<file path="src/rtl/if_fetch_queue_if.sv">
// Fetch-queue bus: ROM read port, redirect
// from execute, and decode handshake.
interface if_fetch_queue_if;
    logic [31:0] o_rom_addr;
    logic [31:0] i_rom_data;
    logic [31:0] i_rom_addr;
    logic        i_redirect;
    logic [31:0] i_redirect_pc;
    logic        o_valid;
    logic        i_ready;
    logic [31:0] o_inst;
    logic [31:0] o_pc;

    modport master (
        output o_rom_addr,
        input  i_rom_data,
        input  i_rom_addr,
        input  i_redirect,
        input  i_redirect_pc,
        output o_valid,
        input  i_ready,
        output o_inst,
        output o_pc
    );

    modport slave (
        input  o_rom_addr,
        output i_rom_data,
        output i_rom_addr,
        output i_redirect,
        output i_redirect_pc,
        input  o_valid,
        output i_ready,
        input  o_inst,
        input  o_pc
    );
endinterface

</file>
<file path="src/rtl/if_fetch_queue.sv">
// Instruction fetch: issues sequential ROM reads
// and buffers responses in a 2-entry queue.
module if_fetch_queue #(
    parameter logic [31:0] RESET_PC = 32'h0000_0000
) (
    input  logic i_Clk,
    input  logic i_reset_n,
    if_fetch_queue_if.master bus
);
    logic [31:0] pc_q;
    logic        in_flight_q;
    logic [31:0] inst_mem [2];
    logic [31:0] pc_mem [2];
    logic        wr_ptr_q;
    logic        rd_ptr_q;
    logic [1:0]  count_q;

    logic        valid;
    logic        pop;
    logic        push;
    logic        issue;
    logic [2:0]  pending;

    assign valid = (count_q != 2'd0);
    assign pop   = valid & bus.i_ready;
    assign push  = in_flight_q & ~bus.i_redirect;

    // Words owed to decode after this cycle's pop;
    // at most one may be outstanding when issuing.
    assign pending = {1'b0, count_q}
                   + {2'b00, in_flight_q}
                   - {2'b00, pop};
    assign issue = ~bus.i_redirect
                 & (pending <= 3'd1);

    always_ff @(posedge i_Clk or negedge i_reset_n) begin
        if (!i_reset_n) begin
            pc_q        <= RESET_PC;
            in_flight_q <= 1'b0;
            wr_ptr_q    <= 1'b0;
            rd_ptr_q    <= 1'b0;
            count_q     <= 2'd0;
            for (int i = 0; i < 2; i++) begin
                inst_mem[i] <= 32'd0;
                pc_mem[i]   <= 32'd0;
            end
        end else if (bus.i_redirect) begin
            pc_q        <= bus.i_redirect_pc
                         & 32'hFFFF_FFFC;
            in_flight_q <= 1'b0;
            wr_ptr_q    <= 1'b0;
            rd_ptr_q    <= 1'b0;
            count_q     <= 2'd0;
        end else begin
            if (issue) begin
                pc_q <= pc_q + 32'd4;
            end
            in_flight_q <= issue;
            if (push) begin
                inst_mem[wr_ptr_q] <= bus.i_rom_data;
                pc_mem[wr_ptr_q]   <= bus.i_rom_addr;
                wr_ptr_q           <= ~wr_ptr_q;
            end
            if (pop) begin
                rd_ptr_q <= ~rd_ptr_q;
            end
            count_q <= count_q
                     + {1'b0, push}
                     - {1'b0, pop};
        end
    end

    assign bus.o_rom_addr = pc_q;
    assign bus.o_valid    = valid;
    assign bus.o_inst     = valid
                          ? inst_mem[rd_ptr_q]
                          : 32'd0;
    assign bus.o_pc       = valid
                          ? pc_mem[rd_ptr_q]
                          : 32'd0;
endmodule
</file>
<file path="src/flat_wrapper.sv">
// flat-port wrapper written by rule: the top's interface ports become plain ports
module if_fetch_queue_flat 
#(
    parameter logic [31:0] RESET_PC = 32'h0000_0000
)
  (i_Clk, i_reset_n, bus_o_rom_addr, bus_i_rom_data, bus_i_rom_addr, bus_i_redirect, bus_i_redirect_pc, bus_o_valid, bus_i_ready, bus_o_inst, bus_o_pc);
  if_fetch_queue_if bus_i ();
  input  logic i_Clk;
  input  logic i_reset_n;
  output wire logic [$bits(bus_i.o_rom_addr)-1:0] bus_o_rom_addr;
  input wire logic [$bits(bus_i.i_rom_data)-1:0] bus_i_rom_data;
  input wire logic [$bits(bus_i.i_rom_addr)-1:0] bus_i_rom_addr;
  input wire logic [$bits(bus_i.i_redirect)-1:0] bus_i_redirect;
  input wire logic [$bits(bus_i.i_redirect_pc)-1:0] bus_i_redirect_pc;
  output wire logic [$bits(bus_i.o_valid)-1:0] bus_o_valid;
  input wire logic [$bits(bus_i.i_ready)-1:0] bus_i_ready;
  output wire logic [$bits(bus_i.o_inst)-1:0] bus_o_inst;
  output wire logic [$bits(bus_i.o_pc)-1:0] bus_o_pc;
  assign bus_o_rom_addr = bus_i.o_rom_addr;
  assign bus_i.i_rom_data = bus_i_rom_data;
  assign bus_i.i_rom_addr = bus_i_rom_addr;
  assign bus_i.i_redirect = bus_i_redirect;
  assign bus_i.i_redirect_pc = bus_i_redirect_pc;
  assign bus_o_valid = bus_i.o_valid;
  assign bus_i.i_ready = bus_i_ready;
  assign bus_o_inst = bus_i.o_inst;
  assign bus_o_pc = bus_i.o_pc;
  if_fetch_queue #(.RESET_PC(RESET_PC)) u_core (.i_Clk(i_Clk), .i_reset_n(i_reset_n), .bus(bus_i));
endmodule
</file>
<file path="config.mk">
export PLATFORM = sky130hd
export DESIGN_NAME = if_fetch_queue_flat
export DESIGN_NICKNAME = d
export VERILOG_FILES = /design/src/rtl/if_fetch_queue_if.sv /design/src/rtl/if_fetch_queue.sv /design/src/flat_wrapper.sv
export SDC_FILE = /design/constraint.sdc
export NUM_CORES = 1
export LEC_CHECK = 0
export CORE_UTILIZATION = 40
export CTS_CLUSTER_SIZE = 30
export DETAILED_ROUTE_END_ITERATION = 12
export PLACE_DENSITY = 0.78
export SLEW_MARGIN = 20
export SYNTH_ARGS = -nofsm -noshare
export SYNTH_HDL_FRONTEND = slang
export SYNTH_SLANG_ARGS = --single-unit
</file>
<file path="constraint.sdc">
create_clock -name i_Clk -period 3.8 [get_ports i_Clk]
set_input_delay 1.14 -clock i_Clk [delete_from_list [all_inputs] [get_ports i_Clk]]
set_output_delay 1.14 -clock i_Clk [all_outputs]
set_load 0.005 [all_outputs]
</file>
* Word level (Yosys, flattened, before mapping) *
Cells that the tools add are included.

word-level totals
  logic and storage cells = 52
  latch bits = 0
  memories kept = 0
  input port bits = 100
  RAM bits = 0
  ROM bits = 0
  register bits after elaboration = 165

operators by class
  multiply operators = 0
  divide/modulo/power cells = 0
  $lt $le $gt $ge = 4
  eq/ne operators = 0
  muxes and demuxes = 20
  add/subtract/negate cells = 5
  reductions and logical operators = 6
  shifts and indexed selects = 0
  bitwise operators = 8

operators by type and width
  kind                                                                               count
  32-bit 2-to-1 mux                                                                  11
  64-bit bitwise mux                                                                 2
  32-bit by 3-bit adder with 32-bit output (second input constant)                   1
  32-bit demux with 1-bit select                                                     1
  2-bit nonzero test                                                                 4
  1-bit 2-to-1 mux                                                                   5
  2-bit greater-or-equal comparator (second input constant)                          2
  1-bit inverter with 2-bit output                                                   2
  2-bit by 1-bit adder with 3-bit output                                             1
  1-bit bitwise AND                                                                  3
  3-bit by 1-bit less-or-equal comparator with 1-bit output (second input constant)  1
  1-bit inverter                                                                     3
  3-bit by 1-bit subtractor with 3-bit output                                        1
  2-bit by 1-bit adder with 2-bit output                                             1
  2-bit by 1-bit < comparator with 1-bit output (second input constant)              1
  2-bit 2-to-1 mux                                                                   1
  2-bit AND reduction                                                                1
  2-bit by 1-bit subtractor with 2-bit output                                        1
  1-bit logical AND                                                                  1

* Logic depth before layout (Yosys ltp) *
  depth in word-level cells = 7
  depth in mapped cells = 13
  mapped depth without buffers = 12

* Least setup slack after synthesis *
No wires, ideal clock.

  path type = input to register
  from = input bus_i_ready
  to = register u_core.pc_q[27], in the netlist u_core.bus.o_rom_addr[27]
  setup time = 0.125 ns
  cell stages on the path = 10
  setup slack = 0.459 ns
  required time = 3.675 ns
  arrival = 3.216 ns
  buffers on the path = 0
  path through = nand2_1 xnor2_1 ha_1 inv_1 fa_1 xor2_1 nor4b_2 nand4_1 xnor2_1 mux2_2

on the way
  longest elaborated chain between the ends = 5

ends and longest elaborated chain
  element                                                    RTL line              text
  from (decl)                                                flat_wrapper.sv:16    input wire logic [$bits(bus_i.i_ready)-1:0] bus_i_ready;
  1-bit bitwise AND                                          if_fetch_queue.sv:25  assign pop = valid & bus.i_ready;
  3-bit by 1-bit subtractor with 3-bit output                if_fetch_queue.sv:32  - {2'b00, pop};
  3-bit by 1-bit less-or-equal comparator with 1-bit output  if_fetch_queue.sv:34  & (pending <= 3'd1);
  1-bit bitwise AND                                          if_fetch_queue.sv:34
  2-bit nonzero test (no line)                               n/a
  to (signal assigned)                                       if_fetch_queue.sv:48  pc_q <= bus.i_redirect_pc
  to (signal assigned)                                       if_fetch_queue.sv:56  pc_q <= pc_q + 32'd4;
  to (decl)                                                  if_fetch_queue.sv:10  logic [31:0] pc_q;

Every way passes these cells.
A chain may end at the register's enable or synchronous reset.

* Worst setup path in the final report *
  from = register u_core.count_q[1]
  to = output bus_o_pc[5]

on the way
  longest elaborated chain between the ends = 2

ends and longest elaborated chain
  element                 RTL line              text
  from (decl)             if_fetch_queue.sv:16  logic [1:0] count_q;
  from (signal assigned)  if_fetch_queue.sv:67  count_q <= count_q
  2-bit nonzero test      if_fetch_queue.sv:24  assign valid = (count_q != 2'd0);
  32-bit 2-to-1 mux       if_fetch_queue.sv:79  ? pc_mem[rd_ptr_q]
  to (decl)               flat_wrapper.sv:18    output wire logic [$bits(bus_i.o_pc)-1:0] bus_o_pc;

Every way passes these cells.

==> impl_results.md <==
- RSZ-0062 raised after global routing: no
- Netlist cell types: 33
- Detailed Place HPWL: 11.3 mm
- Antenna Diode Count: 0
- WHS Endpoint: u_core.pc_mem[45]$_DFFE_PN0P_
- Synth warn: 0
- Sequential-to-total area share from yosys stat: 0.528
- Synth Flop Type: dfrtp_1
- CTS tree: built
- Core Footprint: 0.0188 mm²
- Hold path cells: 1
- Initial antenna violation count: 0
- Final core occ: 0.560
- FF-to-FF Start: u_core.count_q[1]$_DFF_PN0_
- Syn_area_per_cell: 12.2 µm²
- Sink Count: 163
- CP Class: flop to output pin
- Sequential share of power: 0.465
- Worst-case reg-to-reg path depth: 14
- Vias in the first global route: 5600
- Final max-slew violation count: 0
- Clock network power share: 0.301
- GP Congestion: 0.785
- Avg WL per Cell: 15.7 µm
- Post-CTS resize count: 0
- Yosys top cell area share: 0.528
- Total wire length: 17.1 mm
- Share of layout cells above drive strength 1: 0.230
- CP required: 2660 ps
- Post-synth top area cell: dfrtp_1
- Num rows: 50
- Largest net degree at the start of global routing: 72
- Die area: 0.0199 mm²
- RR Endpoint: u_core.bus.o_rom_addr[8]$_DFFE_PN0P_
- Net Sw Frac: 0.268
- PortBufs: 192
- Critical path peak fanout: 64
- Int Pwr: 0.00422 W
- Outcome: completed
- Post-Syn Area: 0.00772 mm²
- Die width: 141 µm
- R2R setup slack: 820 ps
- DRT iter0 DRCs: 171
- Slew HR: 0.356
- H-tree levels: 4
- Initial Util: 0.410
- Hold Path Origin: u_core.pc_mem[45]$_DFFE_PN0P_
- Final #Nets: 925
- Hold_buf cts: 0
- IO Count: 197
- Clock slew at reported path FFs: 70 ps
- Cell with the most instances after synthesis: dfrtp_1
- Tot GR Track Use: 0.182
- CP endpoint kind: output pin
- Asr flop ratio synth: 1.00
- Maxcap violations: 0
- Area grow syn2layout: 36.7%
- LEAKAGE: 4.22 nW
- Data arrival, critical path: 2370 ps
- Synth top area cells: dfrtp_1 (53%), mux2_2 (19%), mux2i_1 (8.4%), nor2_1 (3.5%), xor2_1 (2.0%)
- Area post-placement: 0.00996 mm²
- Sw power: 0.00154 W
- Cell area after layout: 0.0106 mm²
- Total number of vias: 5392
- Worst Skew: 5.90 ps
- Count of final hold-check violations: 0
- PwrDens: 546 mW/mm²
- Clock Path Buffers: 2
- Post-synth top cells: dfrtp_1 (163), mux2_2 (131), nor2_1 (73), mux2i_1 (65), nand2_1 (37)
- Final min period: 3510 ps
- Peak supply drop: 335 µV
- First-pass GRT wire length: 28.4 mm
- Final ANT Viol Nets: 0
- Chip height: 141 µm
- Max Clock Freq: 0.285 GHz
- Pre-Repair DR Iteration Count: 4
- Comb pwr share: 0.234
- Postcts setup bufs: 0
- Flops & latches, synth: 163
- Remaining DRCs: 0
- TritonCTS buffer count: 17
- Syn Inst Count: 633
- EDFF count, synth: 0
- Gr ovfl total: 0
- Final worst path period share: 0.922
- Worst skew pair latency: 420 ps
- Clk root buf: clkbuf_16
- Detailed-route vias per instance: 4.93
- Final setup fails: 0
- Crit start category: flop
- Hold/Removal Path Class: flop to flop
- Measured slew at the worst slew-check pin: 966 ps
==> cell usage in the layout (no fill, tap or decap), types with 2 or more instances in the layout <==
cell type	n
clkdlybuf4s50_1	190
dfrtp_1	162
mux2_2	131
nor2_1	72
mux2i_1	65
nand2_1	36
o21ai_0	21
xor2_1	18
xnor2_1	17
clkbuf_16	17
buf_4	15
nand3_1	11
nand4_1	10
o21ai_1	7
inv_1	6
and2_1	4
nor2b_1	3
nor4_1	3
nor4_4	3
nor3_1	3
ha_1	3
clkinvlp_4	3
and4_1	2
nor4b_2	2
and3_1	2
conb_1	2
clkinv_4	2
inv_8	2
clkinv_2	2
inv_6	2
bufinv_16	2
buf_12	2
==> logic make-up after synthesis <==
family	Yosys count	synth area share
other cells	1	0.000486
xor+xnor	35	0.0397
simple gates	158	0.103
buf+inv	47	0.0271
flops	163	0.528
compound gates	29	0.0191
fa+ha+maj	4	0.00745
mux	196	0.275
==> per-layer routing <==
metal	share of wire	GRT usage	vias up
li1	-	-	2554
met1	0.45	0.235	2685
met2	0.48	0.295	135
met3	0.053	0.0540	18
met4	0.015	0.0561	0
met5	0	0	-
==> final cells by class <==
class	count	area, µm²
Clock buffer	19	443
Clock inverter	13	150
Fill cell	1598	8280
Inverter	6	22.5
Multi-Input combinational cell	424	3460
Sequential cell	163	4080
Tap cell	260	325
Timing Repair Buffer	209	2070
==> flip-flops by register name, summed over array words and instances, names as in the netlist <==
register / flops
u_core.bus.o_rom_addr: 30
u_core.count_q: 2
u_core.in_flight_q: 1
u_core.inst_mem: 64
u_core.pc_mem: 64
u_core.rd_ptr_q: 1
u_core.wr_ptr_q: 1
==> power by group through the flow <==
stage | Clock (W) | Combinational, W | Sequential [W]
floorplan | 0 | 0.000896 | 0.00261
CTS | 0.00178 | 0.00137 | 0.00268
global route | 0.00185 | 0.00149 | 0.00277
global placement | 0 | 0.00132 | 0.00268
finish | 0.00174 | 0.00135 | 0.00268
detailed placement | 0 | 0.00137 | 0.00271
==> metrics by stage <==
stage	std cells	setup slack, ps	hold slack, ps	power (W)	TNS [ps]
after floorplan	634	459	479	0.00351	0
after global placement	1062	-5.17	486	0.00400	-5.74
after detailed placement	1062	-138	493	0.00408	-664
after CTS	1094	214	508	0.00583	0
after global routing	1094	161	518	0.00611	0
final	1094	295	506	0.00576	0
==> worst max-delay path, stage by stage (launching register included) <==
cell and delay, ps:
dfrtp_1 500, nor2_4 160, buf_4 600, nor2_1 140, clkdlybuf4s50_1 510
==> worst max-delay path by stage <==
| stage | slack, ps | cells after the start | startpoint | endpoint |
|---|---|---|---|---|
| 2_1_floorplan | 460 | 10 | bus_i_ready | u_core.bus.o_rom_addr[27]$_DFFE_PN0P_ |
| 3_3_place_gp | -5 | 12 | bus_i_ready | u_core.bus.o_rom_addr[22]$_DFFE_PN0P_ |
| 3_5_place_dp | -140 | 13 | bus_i_ready | u_core.bus.o_rom_addr[8]$_DFFE_PN0P_ |
| 4_1_cts | 210 | 4 | u_core.count_q[1]$_DFF_PN0_ | bus_o_pc[5] |
| 5_1_grt | 160 | 4 | u_core.count_q[1]$_DFF_PN0_ | bus_o_pc[5] |
| 6_report | 290 | 4 | u_core.count_q[1]$_DFF_PN0_ | bus_o_pc[5] |
No activity file was read; power rests on OpenSTA's default activity.
